$ cat src/rtl/stage_id_if.sv
// ----------------------------------------------------------------------------
//  Module      : stage_id_if
//  Description : Bus bundle between the IF/ID latch, hazard sources, write-back
//                and the ID/EX latch of the decode stage.
//  Revision    : 1.0  initial release
// ----------------------------------------------------------------------------
`default_nettype none

interface stage_id_if;
    logic        enable;
    logic [31:0] inInstruction;
    logic [31:0] inPostPc;
    logic        inRegWriteWB;
    logic [4:0]  inWriteRegWB;
    logic [31:0] inWriteDataWB;
    logic        inMemReadEX;
    logic        inRegWriteEX;
    logic [4:0]  inWriteRegEX;
    logic        inRegWriteMEM;
    logic [4:0]  inWriteRegMEM;
    logic        outPCWrite;
    logic        outIF_IDWrite;
    logic        outIF_Flush;
    logic        outPCSrc;
    logic        outJump;
    logic [31:0] outAddId;
    logic [31:0] outJumpAddr;
    logic [31:0] outReadData1;
    logic [31:0] outReadData2;
    logic [31:0] outSignExt;
    logic [4:0]  outRs;
    logic [4:0]  outRt;
    logic [4:0]  outRd;
    logic [31:0] outPostPc;
    logic        outRegWrite;
    logic        outMemRead;
    logic        outMemWrite;
    logic        outMemToReg;
    logic        outRegDst;
    logic        outALUSrc;
    logic [1:0]  outALUOp;

    modport slave (
        input  enable, inInstruction, inPostPc,
               inRegWriteWB, inWriteRegWB, inWriteDataWB,
               inMemReadEX, inRegWriteEX, inWriteRegEX,
               inRegWriteMEM, inWriteRegMEM,
        output outPCWrite, outIF_IDWrite, outIF_Flush, outPCSrc, outJump,
               outAddId, outJumpAddr, outReadData1, outReadData2, outSignExt,
               outRs, outRt, outRd, outPostPc,
               outRegWrite, outMemRead, outMemWrite, outMemToReg,
               outRegDst, outALUSrc, outALUOp
    );

    modport master (
        output enable, inInstruction, inPostPc,
               inRegWriteWB, inWriteRegWB, inWriteDataWB,
               inMemReadEX, inRegWriteEX, inWriteRegEX,
               inRegWriteMEM, inWriteRegMEM,
        input  outPCWrite, outIF_IDWrite, outIF_Flush, outPCSrc, outJump,
               outAddId, outJumpAddr, outReadData1, outReadData2, outSignExt,
               outRs, outRt, outRd, outPostPc,
               outRegWrite, outMemRead, outMemWrite, outMemToReg,
               outRegDst, outALUSrc, outALUOp
    );
endinterface

`default_nettype wire

$ cat src/rtl/stage_id.sv
// ----------------------------------------------------------------------------
//  Module      : stage_id
//  Description : MIPS decode stage: regfile, decoder, hazard unit, branch/jump
//                resolution and ID/EX latch. Optional REGFILE_BYPASS_EN macro
//                enables same-cycle write-back forwarding into the reads.
//  Revision    : 1.0  initial release
// ----------------------------------------------------------------------------
`default_nettype none

module stage_id #(
    parameter int          REG_CNT  = 32,
    parameter logic [31:0] NOP_WORD = 32'h0000_0000
) (
    input  wire logic     clk,
    input  wire logic     rst_n,
    stage_id_if.slave     bus
);
    localparam logic [5:0] c_OP_R    = 6'h00;
    localparam logic [5:0] c_OP_J    = 6'h02;
    localparam logic [5:0] c_OP_BEQ  = 6'h04;
    localparam logic [5:0] c_OP_BNE  = 6'h05;
    localparam logic [5:0] c_OP_ADDI = 6'h08;
    localparam logic [5:0] c_OP_LW   = 6'h23;
    localparam logic [5:0] c_OP_SW   = 6'h2B;

    typedef struct packed {
        logic       reg_write;
        logic       mem_read;
        logic       mem_write;
        logic       mem_to_reg;
        logic       reg_dst;
        logic       alu_src;
        logic [1:0] alu_op;
    } ctrl_t;

    typedef struct packed {
        ctrl_t       ctrl;
        logic [31:0] rd1;
        logic [31:0] rd2;
        logic [31:0] sext;
        logic [4:0]  rs;
        logic [4:0]  rt;
        logic [4:0]  rd;
        logic [31:0] post_pc;
    } idex_t;

    logic [31:0] rf_q [REG_CNT];
    idex_t       idex_q, idex_d;

    logic [5:0]  w_op;
    logic [4:0]  w_rs, w_rt, w_rd;
    logic [31:0] w_sext;
    ctrl_t       w_ctrl;
    logic        w_is_branch, w_is_bne, w_is_jump, w_uses_rt;

    assign w_op   = bus.inInstruction[31:26];
    assign w_rs   = bus.inInstruction[25:21];
    assign w_rt   = bus.inInstruction[20:16];
    assign w_rd   = bus.inInstruction[15:11];
    assign w_sext = {{16{bus.inInstruction[15]}}, bus.inInstruction[15:0]};

    always_comb begin
        w_ctrl      = '0;
        w_is_branch = 1'b0;
        w_is_bne    = 1'b0;
        w_is_jump   = 1'b0;
        w_uses_rt   = 1'b0;
        if (bus.inInstruction != NOP_WORD) begin
            case (w_op)
                c_OP_R: begin
                    w_ctrl.reg_dst   = 1'b1;
                    w_ctrl.reg_write = 1'b1;
                    w_ctrl.alu_op    = 2'b10;
                    w_uses_rt        = 1'b1;
                end
                c_OP_LW: begin
                    w_ctrl.alu_src    = 1'b1;
                    w_ctrl.mem_read   = 1'b1;
                    w_ctrl.mem_to_reg = 1'b1;
                    w_ctrl.reg_write  = 1'b1;
                end
                c_OP_SW: begin
                    w_ctrl.alu_src   = 1'b1;
                    w_ctrl.mem_write = 1'b1;
                    w_uses_rt        = 1'b1;
                end
                c_OP_BEQ, c_OP_BNE: begin
                    w_ctrl.alu_op = 2'b01;
                    w_is_branch   = 1'b1;
                    w_is_bne      = (w_op == c_OP_BNE);
                    w_uses_rt     = 1'b1;
                end
                c_OP_ADDI: begin
                    w_ctrl.alu_src   = 1'b1;
                    w_ctrl.reg_write = 1'b1;
                end
                c_OP_J:  w_is_jump = 1'b1;
                default: ;
            endcase
        end
    end

    // Specifier matches against downstream writers; $0 never counts as a hazard.
    logic w_ex_rs, w_ex_rt, w_mem_rs, w_mem_rt, w_wb_rs, w_wb_rt;
    assign w_ex_rs  = (w_rs != 5'd0) && (bus.inWriteRegEX  == w_rs);
    assign w_ex_rt  = (w_rt != 5'd0) && w_uses_rt && (bus.inWriteRegEX  == w_rt);
    assign w_mem_rs = (w_rs != 5'd0) && (bus.inWriteRegMEM == w_rs);
    assign w_mem_rt = (w_rt != 5'd0) && w_uses_rt && (bus.inWriteRegMEM == w_rt);
    assign w_wb_rs  = (w_rs != 5'd0) && bus.inRegWriteWB && (bus.inWriteRegWB == w_rs);
    assign w_wb_rt  = (w_rt != 5'd0) && w_uses_rt && bus.inRegWriteWB && (bus.inWriteRegWB == w_rt);

    logic w_load_use, w_br_stall, w_wb_stall, w_stall;
    assign w_load_use = bus.inMemReadEX && (w_ex_rs || w_ex_rt);
    assign w_br_stall = w_is_branch &&
                        ((bus.inRegWriteEX  && (w_ex_rs  || w_ex_rt)) ||
                         (bus.inRegWriteMEM && (w_mem_rs || w_mem_rt)));
    logic [31:0] w_rd1, w_rd2;
`ifdef REGFILE_BYPASS_EN
    assign w_wb_stall = 1'b0;
    assign w_rd1 = (w_rs == 5'd0) ? 32'd0 : (w_wb_rs ? bus.inWriteDataWB : rf_q[w_rs]);
    assign w_rd2 = (w_rt == 5'd0) ? 32'd0 :
                   ((bus.inRegWriteWB && bus.inWriteRegWB == w_rt) ? bus.inWriteDataWB : rf_q[w_rt]);
`else
    // Without forwarding, a read racing a write-back waits one cycle for the array.
    assign w_wb_stall = w_wb_rs || w_wb_rt;
    assign w_rd1 = (w_rs == 5'd0) ? 32'd0 : rf_q[w_rs];
    assign w_rd2 = (w_rt == 5'd0) ? 32'd0 : rf_q[w_rt];
`endif
    assign w_stall = w_load_use || w_br_stall || w_wb_stall;

    logic w_taken, w_jump;
    assign w_taken = w_is_branch && !w_stall && (w_is_bne ? (w_rd1 != w_rd2) : (w_rd1 == w_rd2));
    assign w_jump  = w_is_jump && !w_stall;

    assign bus.outPCWrite    = bus.enable && !w_stall;
    assign bus.outIF_IDWrite = bus.enable && !w_stall;
    assign bus.outPCSrc      = w_taken;
    assign bus.outJump       = w_jump;
    assign bus.outIF_Flush   = w_taken || w_jump;
    assign bus.outAddId      = bus.inPostPc + {w_sext[29:0], 2'b00};
    assign bus.outJumpAddr   = {bus.inPostPc[31:28], bus.inInstruction[25:0], 2'b00};

    always_ff @(posedge clk) begin
        if (!rst_n) begin
            for (int i = 0; i < REG_CNT; i++) rf_q[i] <= '0;
        end else if (bus.enable && bus.inRegWriteWB && bus.inWriteRegWB != 5'd0) begin
            rf_q[bus.inWriteRegWB] <= bus.inWriteDataWB;
        end
    end

    always_comb begin
        idex_d         = '0;
        idex_d.ctrl    = w_stall ? ctrl_t'('0) : w_ctrl;
        idex_d.rd1     = w_rd1;
        idex_d.rd2     = w_rd2;
        idex_d.sext    = w_sext;
        idex_d.rs      = w_rs;
        idex_d.rt      = w_rt;
        idex_d.rd      = w_rd;
        idex_d.post_pc = bus.inPostPc;
    end

    always_ff @(posedge clk) begin
        if (!rst_n)          idex_q <= '0;
        else if (bus.enable) idex_q <= idex_d;
    end

    assign bus.outReadData1 = idex_q.rd1;
    assign bus.outReadData2 = idex_q.rd2;
    assign bus.outSignExt   = idex_q.sext;
    assign bus.outRs        = idex_q.rs;
    assign bus.outRt        = idex_q.rt;
    assign bus.outRd        = idex_q.rd;
    assign bus.outPostPc    = idex_q.post_pc;
    assign bus.outRegWrite  = idex_q.ctrl.reg_write;
    assign bus.outMemRead   = idex_q.ctrl.mem_read;
    assign bus.outMemWrite  = idex_q.ctrl.mem_write;
    assign bus.outMemToReg  = idex_q.ctrl.mem_to_reg;
    assign bus.outRegDst    = idex_q.ctrl.reg_dst;
    assign bus.outALUSrc    = idex_q.ctrl.alu_src;
    assign bus.outALUOp     = idex_q.ctrl.alu_op;
endmodule

`default_nettype wire
$ cat src/flat_wrapper.sv
// flat-port wrapper written by rule: the top's interface ports become plain ports
module stage_id_flat 
#(
    parameter int          REG_CNT  = 32,
    parameter logic [31:0] NOP_WORD = 32'h0000_0000
)
  (clk, rst_n, bus_enable, bus_inInstruction, bus_inPostPc, bus_inRegWriteWB, bus_inWriteRegWB, bus_inWriteDataWB, bus_inMemReadEX, bus_inRegWriteEX, bus_inWriteRegEX, bus_inRegWriteMEM, bus_inWriteRegMEM, bus_outPCWrite, bus_outIF_IDWrite, bus_outIF_Flush, bus_outPCSrc, bus_outJump, bus_outAddId, bus_outJumpAddr, bus_outReadData1, bus_outReadData2, bus_outSignExt, bus_outRs, bus_outRt, bus_outRd, bus_outPostPc, bus_outRegWrite, bus_outMemRead, bus_outMemWrite, bus_outMemToReg, bus_outRegDst, bus_outALUSrc, bus_outALUOp);
  stage_id_if bus_i ();
  input  wire logic clk;
  input  wire logic rst_n;
  input wire logic [$bits(bus_i.enable)-1:0] bus_enable;
  input wire logic [$bits(bus_i.inInstruction)-1:0] bus_inInstruction;
  input wire logic [$bits(bus_i.inPostPc)-1:0] bus_inPostPc;
  input wire logic [$bits(bus_i.inRegWriteWB)-1:0] bus_inRegWriteWB;
  input wire logic [$bits(bus_i.inWriteRegWB)-1:0] bus_inWriteRegWB;
  input wire logic [$bits(bus_i.inWriteDataWB)-1:0] bus_inWriteDataWB;
  input wire logic [$bits(bus_i.inMemReadEX)-1:0] bus_inMemReadEX;
  input wire logic [$bits(bus_i.inRegWriteEX)-1:0] bus_inRegWriteEX;
  input wire logic [$bits(bus_i.inWriteRegEX)-1:0] bus_inWriteRegEX;
  input wire logic [$bits(bus_i.inRegWriteMEM)-1:0] bus_inRegWriteMEM;
  input wire logic [$bits(bus_i.inWriteRegMEM)-1:0] bus_inWriteRegMEM;
  output wire logic [$bits(bus_i.outPCWrite)-1:0] bus_outPCWrite;
  output wire logic [$bits(bus_i.outIF_IDWrite)-1:0] bus_outIF_IDWrite;
  output wire logic [$bits(bus_i.outIF_Flush)-1:0] bus_outIF_Flush;
  output wire logic [$bits(bus_i.outPCSrc)-1:0] bus_outPCSrc;
  output wire logic [$bits(bus_i.outJump)-1:0] bus_outJump;
  output wire logic [$bits(bus_i.outAddId)-1:0] bus_outAddId;
  output wire logic [$bits(bus_i.outJumpAddr)-1:0] bus_outJumpAddr;
  output wire logic [$bits(bus_i.outReadData1)-1:0] bus_outReadData1;
  output wire logic [$bits(bus_i.outReadData2)-1:0] bus_outReadData2;
  output wire logic [$bits(bus_i.outSignExt)-1:0] bus_outSignExt;
  output wire logic [$bits(bus_i.outRs)-1:0] bus_outRs;
  output wire logic [$bits(bus_i.outRt)-1:0] bus_outRt;
  output wire logic [$bits(bus_i.outRd)-1:0] bus_outRd;
  output wire logic [$bits(bus_i.outPostPc)-1:0] bus_outPostPc;
  output wire logic [$bits(bus_i.outRegWrite)-1:0] bus_outRegWrite;
  output wire logic [$bits(bus_i.outMemRead)-1:0] bus_outMemRead;
  output wire logic [$bits(bus_i.outMemWrite)-1:0] bus_outMemWrite;
  output wire logic [$bits(bus_i.outMemToReg)-1:0] bus_outMemToReg;
  output wire logic [$bits(bus_i.outRegDst)-1:0] bus_outRegDst;
  output wire logic [$bits(bus_i.outALUSrc)-1:0] bus_outALUSrc;
  output wire logic [$bits(bus_i.outALUOp)-1:0] bus_outALUOp;
  assign bus_i.enable = bus_enable;
  assign bus_i.inInstruction = bus_inInstruction;
  assign bus_i.inPostPc = bus_inPostPc;
  assign bus_i.inRegWriteWB = bus_inRegWriteWB;
  assign bus_i.inWriteRegWB = bus_inWriteRegWB;
  assign bus_i.inWriteDataWB = bus_inWriteDataWB;
  assign bus_i.inMemReadEX = bus_inMemReadEX;
  assign bus_i.inRegWriteEX = bus_inRegWriteEX;
  assign bus_i.inWriteRegEX = bus_inWriteRegEX;
  assign bus_i.inRegWriteMEM = bus_inRegWriteMEM;
  assign bus_i.inWriteRegMEM = bus_inWriteRegMEM;
  assign bus_outPCWrite = bus_i.outPCWrite;
  assign bus_outIF_IDWrite = bus_i.outIF_IDWrite;
  assign bus_outIF_Flush = bus_i.outIF_Flush;
  assign bus_outPCSrc = bus_i.outPCSrc;
  assign bus_outJump = bus_i.outJump;
  assign bus_outAddId = bus_i.outAddId;
  assign bus_outJumpAddr = bus_i.outJumpAddr;
  assign bus_outReadData1 = bus_i.outReadData1;
  assign bus_outReadData2 = bus_i.outReadData2;
  assign bus_outSignExt = bus_i.outSignExt;
  assign bus_outRs = bus_i.outRs;
  assign bus_outRt = bus_i.outRt;
  assign bus_outRd = bus_i.outRd;
  assign bus_outPostPc = bus_i.outPostPc;
  assign bus_outRegWrite = bus_i.outRegWrite;
  assign bus_outMemRead = bus_i.outMemRead;
  assign bus_outMemWrite = bus_i.outMemWrite;
  assign bus_outMemToReg = bus_i.outMemToReg;
  assign bus_outRegDst = bus_i.outRegDst;
  assign bus_outALUSrc = bus_i.outALUSrc;
  assign bus_outALUOp = bus_i.outALUOp;
  stage_id #(.REG_CNT(REG_CNT), .NOP_WORD(NOP_WORD)) u_core (.clk(clk), .rst_n(rst_n), .bus(bus_i));
endmodule
$ cat config.mk
export PLATFORM = sky130hd
export DESIGN_NAME = stage_id_flat
export DESIGN_NICKNAME = d
export VERILOG_FILES = /design/src/rtl/stage_id_if.sv /design/src/rtl/stage_id.sv /design/src/flat_wrapper.sv
export SDC_FILE = /design/constraint.sdc
export NUM_CORES = 2
export LEC_CHECK = 0
export CAP_MARGIN = 20
export CORE_MARGIN = 3
export CORE_UTILIZATION = 50
export DETAILED_ROUTE_END_ITERATION = 6
export PLACE_DENSITY_LB_ADDON = 0.05
export SKIP_LAST_GASP = 1
export SYNTH_ARGS = -nofsm -noshare
export SYNTH_HDL_FRONTEND = slang
export SYNTH_SLANG_ARGS = --single-unit
$ cat constraint.sdc
create_clock -name clk -period 5.4 [get_ports clk]
set_input_delay 1.08 -clock clk [delete_from_list [all_inputs] [get_ports clk]]
set_output_delay 1.08 -clock clk [all_outputs]
set_load 0.05 [all_outputs]
[Word-level counts from Yosys, hierarchy flattened]
Memories as Yosys holds them, arrays and structs flattened.
Index checks and enable logic that the tools add are counted.
Word-level totals
  register bits: 135
  bits in writable memories: 1024
  bits of input ports: 118
  logic and storage cells: 95
  memories: 1
Memories
  u_core.rf_q: words 32, bits a word 32, rd ports 2, clocked after memory_dff 0, wr ports 32, line stage_id.sv:47  | logic [31:0] rf_q [REG_CNT];
Operators by class
  add/sub/neg operators: 1
  equal/unequal tests: 14
  muxes and demuxes: 26
  reductions and logical operators: 39
Operators with widths (number)
  32-bit 2-to-1 mux: 3
  32-bit adder: 1
  32-bit equality test: 1
  32-bit != test: 1
  32-bit nonzero test: 1
  32-bit OR reduction: 1
  5-bit equality test: 6
  1-bit logical AND: 19
  1-bit 2-to-1 mux: 19
  8-bit 2-to-1 mux: 2
  5-bit nonzero test: 3
  6-bit by 3-bit equality test with 1-bit output (second input constant): 2
  6-bit equality test (second input constant): 2
  5-bit logical NOT: 2
  1-bit logical OR: 7
  6-bit by 2-bit equality test with 1-bit output (second input constant): 1
  6-bit by 4-bit equality test with 1-bit output (second input constant): 1
  6-bit logical NOT: 1
  3-bit OR reduction: 2
  5-bit 2-to-1 mux: 1
  2-bit one-hot mux with 2 select lines: 1
  4-bit OR reduction: 1
  2-bit OR reduction: 1
  1-bit logical NOT: 1

[Logic depth before layout (Yosys ltp)]
  word-level depth: 16
  depth in mapped cells: 16
  gate-level depth less buffers: 13

[Worst setup path before layout]
OpenSTA, ideal clock, no wires.
  path kind: input port to output port
  start point: in bus_inPostPc[2]
  end point: out bus_outAddId[30]
  data arrival time: 4212 ps
  setup slack: 108 ps
  stages: 13
  buffers on the path: 0
  cells stage by stage: ha_1 inv_1 fa_1 nor2b_1 o21a_1 o21ai_0 a211o_1 a2111oi_0 o21ai_0 a31oi_1 a211o_1 a21oi_1 xnor2_1
Between the ends
  longest elaborated chain between the ends: 1
Ends and longest elaborated chain
  start: declaration: line flat_wrapper.sv:13  | input wire logic [$bits(bus_i.inPostPc)-1:0] bus_inPostPc;
  32-bit adder: line stage_id.sv:140  | assign bus.outAddId = bus.inPostPc + {w_sext[29:0], 2'b00};
  end: declaration: line flat_wrapper.sv:27  | output wire logic [$bits(bus_i.outAddId)-1:0] bus_outAddId;
No other way between the ends.

[Final worst setup path]
  start point: in bus_inInstruction[17]
  end point: out bus_outIF_Flush
Between the ends
  longest elaborated chain between the ends: 14
  elaborated cells on any way between the ends: 35
  those cells by class: eq/ne: 5; mux: 6; reduce/logical: 23; memory: 1
Ends and longest elaborated chain
  start: declaration: line flat_wrapper.sv:12  | input wire logic [$bits(bus_i.inInstruction)-1:0] bus_inInstruction;
  branches (longest 13 deep; another with memory read 32 x 32 bit)
  1-bit logical OR (*): line stage_id.sv:139  | assign bus.outIF_Flush = w_taken || w_jump;
  end: declaration: line flat_wrapper.sv:24  | output wire logic [$bits(bus_i.outIF_Flush)-1:0] bus_outIF_Flush;
Every way passes the cells marked *.

==> flow_metrics.env <==
export IMPL_intPower_mw=17.3
export IMPL_worstSetupPathType="input pin to primary output"
export IMPL_total_power_mw=23.7
export IMPL_clkSinkCount=1152
export IMPL_failed_checks="setup timing"
export IMPL_dpl_hpwl_um=151000
export IMPL_final_hold_worst_slack_ns=0.464
export IMPL_synthesis_yosys_warnings=0
export IMPL_cell_type_contributing_the_most_total_cell_area_after_synthesis="sky130_fd_sc_hd__edfxtp_1"
export IMPL_dp_slack_ns=-0.389
export IMPL_finalSetupViolations=2
export IMPL_ios=338
export IMPL_cts_buffers_inserted=132
export IMPL_net_switching_power_mw=6.40
export IMPL_p_leak_nw=27.6
export IMPL_grtUsageTotal_pct=36.5
export IMPL_clock_tree_htree_level_count=4
export IMPL_timing_slew_headroom_pct=22.2
export IMPL_top_reg_cell_synth="sky130_fd_sc_hd__edfxtp_1"
export IMPL_grt_first_pass_wirelength_um=323000
export IMPL_cellPowerDensity_nw_per_um2=312
export IMPL_wl_um=233000
export IMPL_clock_tree_from_tritoncts="built"
export IMPL_mappedNetlistArea_um2=61600
export IMPL_crit_required_ns=4.32
export IMPL_top_count_cell_post_synth="sky130_fd_sc_hd__edfxtp_1"
export IMPL_grt_pass1_vias=41700
export IMPL_globalplace_congestion=0.934
export IMPL_clock_insertion_delay_worst_skew_ns=0.76
export IMPL_ctsRootBufferMaster="sky130_fd_sc_hd__clkbuf_16"
export IMPL_die_width_um=357
export IMPL_ys_seq_area_share_pct=54.0
export IMPL_timing_hold_violations_final=0
export IMPL_fraction_of_power_consumed_by_sequential_logic_pct=44.1
export IMPL_final_period_utilization_pct=101
export IMPL_placed_cells=6307
export IMPL_finalNetCount=5032
export IMPL_grt_start_max_net_pins=81
export IMPL_dr_total_vias=42600
export IMPL_path_clk_slew_ns=0.06
export IMPL_flow_area_growth_from_synthesis_pct=22.9
export IMPL_core_rowCount=128
export IMPL_run_status="finished, violations left"
export IMPL_worstPathMaxFanout=21
export IMPL_endpoint_kind_of_the_worst_setup_timing_path="primary output"
export IMPL_top_post_synthesis_cells_by_count="sky130_fd_sc_hd__edfxtp_1 (1024), sky130_fd_sc_hd__and2_1 (997), sky130_fd_sc_hd__mux4_2 (512)"
export IMPL_globalRouteOverflowTotal=0
export IMPL_synth_seq_cells=1152
export IMPL_yosys_area_top_type_share_pct=49.9
export IMPL_drt_first_pass_iters=5
export IMPL_data_arrival_time_at_the_worst_slack_endpoint_ns=4.38
export IMPL_synth_async_sr_flop_share_pct=0
export IMPL_clock_tree_buffer_depth=3
export IMPL_vdd_ir_drop_worst_mv=0.342
export IMPL_finalNonFillerCells=6610
export IMPL_power_clock_fraction_pct=37.6
export IMPL_max_cap_violation_count=0
export IMPL_drtIter0Drc=5937
export IMPL_post_synthesis_instance_total=4293
export IMPL_floorplan_die_height_um=357
export IMPL_via_per_instance_ratio=6.44
export IMPL_switching_share_pct=27.0
export IMPL_synth_enable_flop_cells=1024
export IMPL_worst_slew_pin_transition_ns=1.16
export IMPL_coreArea_um2=122000
export IMPL_post_synth_cell_area_avg_um2=14.4
export IMPL_drc_markers=0
export IMPL_drt_antenna_violating_nets=0
export IMPL_post_synth_main_area_contributors="sky130_fd_sc_hd__edfxtp_1 (50%), sky130_fd_sc_hd__mux4_2 (19%), sky130_fd_sc_hd__and2_1 (10%), sky130_fd_sc_hd__dfxtp_1 (4.2%), sky130_fd_sc_hd__mux2i_1 (4.0%)"
export IMPL_cp_start_kind="input pin"
export IMPL_finalCriticalPeriod_ns=5.46
export IMPL_timing_clock_skew_ns=0.0223
export IMPL_area_of_the_die_um2=128000
export IMPL_final_setup_worst_slack_ns=-0.0601
export IMPL_timing_max_transition_violations_final=0
export IMPL_antenna_violations_before_repair=23
export IMPL_detail_route_wl_per_cell_um=35.2
export IMPL_rsz0062_at_grt="true"
export IMPL_clock_fmax_mhz=183
export IMPL_layout_cells_sized_above_1_pct=28.7
export IMPL_initial_utilization_pct=50.5
export IMPL_combinational_share_of_power_pct=18.3
export IMPL_port_buffer_count=335
export IMPL_hold_path_class="register to register"
export IMPL_ys_types=68
==> per-stage QoR <==
stage,cell area [um2],TNS [ns],util (%)
after floorplan,61800,0,-
after global placement,70200,-2.80,57.5
after detailed placement,70300,-2.19,57.6
after CTS,75000,-0.0163,61.4
after global routing,75800,-0.271,62.1
final,75800,-0.0977,62.1
==> layout make-up <==
| cell class | count | area (um2) |
|---|---|---|
| diodes | 10 | 25.0 |
| clock buffers | 171 | 3690 |
| clock inverters | 54 | 503 |
| fillers | 9162 | 46300 |
| inverters | 17 | 70.1 |
| multi-input cells | 2686 | 26800 |
| flip-flops and latches | 1152 | 33300 |
| well taps | 1625 | 2030 |
| repair buffers | 895 | 9320 |
==> power groups by stage <==
stage	clock [mW]	combinational, mW	sequential (mW)
global route	9.33	4.47	10.5
global placement	0	4.11	10.6
finish	8.89	4.33	10.4
detailed placement	0	4.12	10.6
CTS	8.96	4.19	10.4
floorplan	0	2.10	10.8
==> routing by layer <==
layer	vias up	routed length, um	track usage, %
li1	17400	-	-
met1	21600	86000	48.2
met2	2952	107000	56.6
met3	592	28200	10.4
met4	6	11300	16.0
met5	-	40	0
==> worst paths after layout <==
path	start	to	slack, ns	cells past startpoint
worst max-delay path	bus_inInstruction[17]	bus_outIF_Flush	-0.06	15
worst min-delay path	u_core.bus.outRegWrite	u_core.bus.outRegWrite	0.46	2
worst max register to register	u_core.rf_q[28][26]	u_core.bus.outReadData2[26]	3.02	7
worst min register to register	u_core.bus.outRegWrite	u_core.bus.outRegWrite	0.46	2
==> logic make-up (layout without fill, tap and decap cells) <==
kind of cell	count (synthesis)	after routing	synth area share, %
and+or+nand+nor	1404	1404	13.2
AOI/OAI and AO/OA	363	363	4.01
adders and majority gates	30	30	0.621
other	1	44	0.00608
DFF	1152	1152	54.0
xor gates and xnor gates	89	89	1.26
muxes	766	766	22.9
buffers and inverters	488	1137	4.02
==> sequential cells by signal, indices dropped and copies added, names as in the netlist, 5 cells and up <==
signal                   count
u_core.bus.outPostPc        32
u_core.bus.outRs             5
u_core.bus.outSignExt       11
u_core.bus.outReadData1     32
u_core.bus.outRt             5
u_core.bus.outRd             5
u_core.rf_q               1024
u_core.bus.outReadData2     32
==> placed cells by master (no fill, tap or decap), types with 14 or more instances in the layout <==
cell / instances
sky130_fd_sc_hd__nor2_4: 26
sky130_fd_sc_hd__nand2_1: 61
sky130_fd_sc_hd__o22ai_1: 30
sky130_fd_sc_hd__clkinv_1: 20
sky130_fd_sc_hd__a211oi_1: 17
sky130_fd_sc_hd__a21oi_1: 55
sky130_fd_sc_hd__clkbuf_16: 145
sky130_fd_sc_hd__inv_1: 14
sky130_fd_sc_hd__a21o_1: 16
sky130_fd_sc_hd__o21ai_0: 15
sky130_fd_sc_hd__conb_1: 34
sky130_fd_sc_hd__a22oi_1: 88
sky130_fd_sc_hd__nor2_1: 160
sky130_fd_sc_hd__dfxtp_1: 128
sky130_fd_sc_hd__a211o_1: 16
sky130_fd_sc_hd__buf_4: 452
sky130_fd_sc_hd__mux2i_1: 237
sky130_fd_sc_hd__xor2_1: 41
sky130_fd_sc_hd__o21ai_4: 31
sky130_fd_sc_hd__buf_12: 95
sky130_fd_sc_hd__mux4_2: 512
sky130_fd_sc_hd__nand3_1: 43
sky130_fd_sc_hd__buf_16: 21
sky130_fd_sc_hd__clkbuf_1: 24
sky130_fd_sc_hd__edfxtp_1: 1024
sky130_fd_sc_hd__ha_1: 28
sky130_fd_sc_hd__nor3_1: 16
sky130_fd_sc_hd__and2_1: 997
sky130_fd_sc_hd__clkinv_2: 18
sky130_fd_sc_hd__clkdlybuf4s50_1: 291
sky130_fd_sc_hd__nand4_1: 20
sky130_fd_sc_hd__xnor2_1: 46
==> repair_timing <==
item,4_1_cts,5_1_grt
gates resized for setup,53,46
hold endpoints to repair,0,0
buffers inserted,14,36
endpoints found under the setup margin,9,7
hold buffers,0,0
pin swaps,14,23
cloned,6,1
==> worst max-delay path, cell delays in order <==
cell                       delay, ns
sky130_fd_sc_hd__buf_8          0.19
sky130_fd_sc_hd__buf_16         0.28
sky130_fd_sc_hd__buf_12         0.23
sky130_fd_sc_hd__buf_4          0.24
sky130_fd_sc_hd__mux4_2         0.21
sky130_fd_sc_hd__mux2i_1        0.06
sky130_fd_sc_hd__a211o_1        0.41
sky130_fd_sc_hd__a31oi_4        0.30
sky130_fd_sc_hd__xor2_1         0.18
sky130_fd_sc_hd__nand4_1        0.19
sky130_fd_sc_hd__nor4_4         0.30
sky130_fd_sc_hd__buf_4          0.19
sky130_fd_sc_hd__a21oi_1        0.08
sky130_fd_sc_hd__nand3b_1       0.20
sky130_fd_sc_hd__buf_12         0.17
Note: power is estimated with default switching activity, not from simulation.
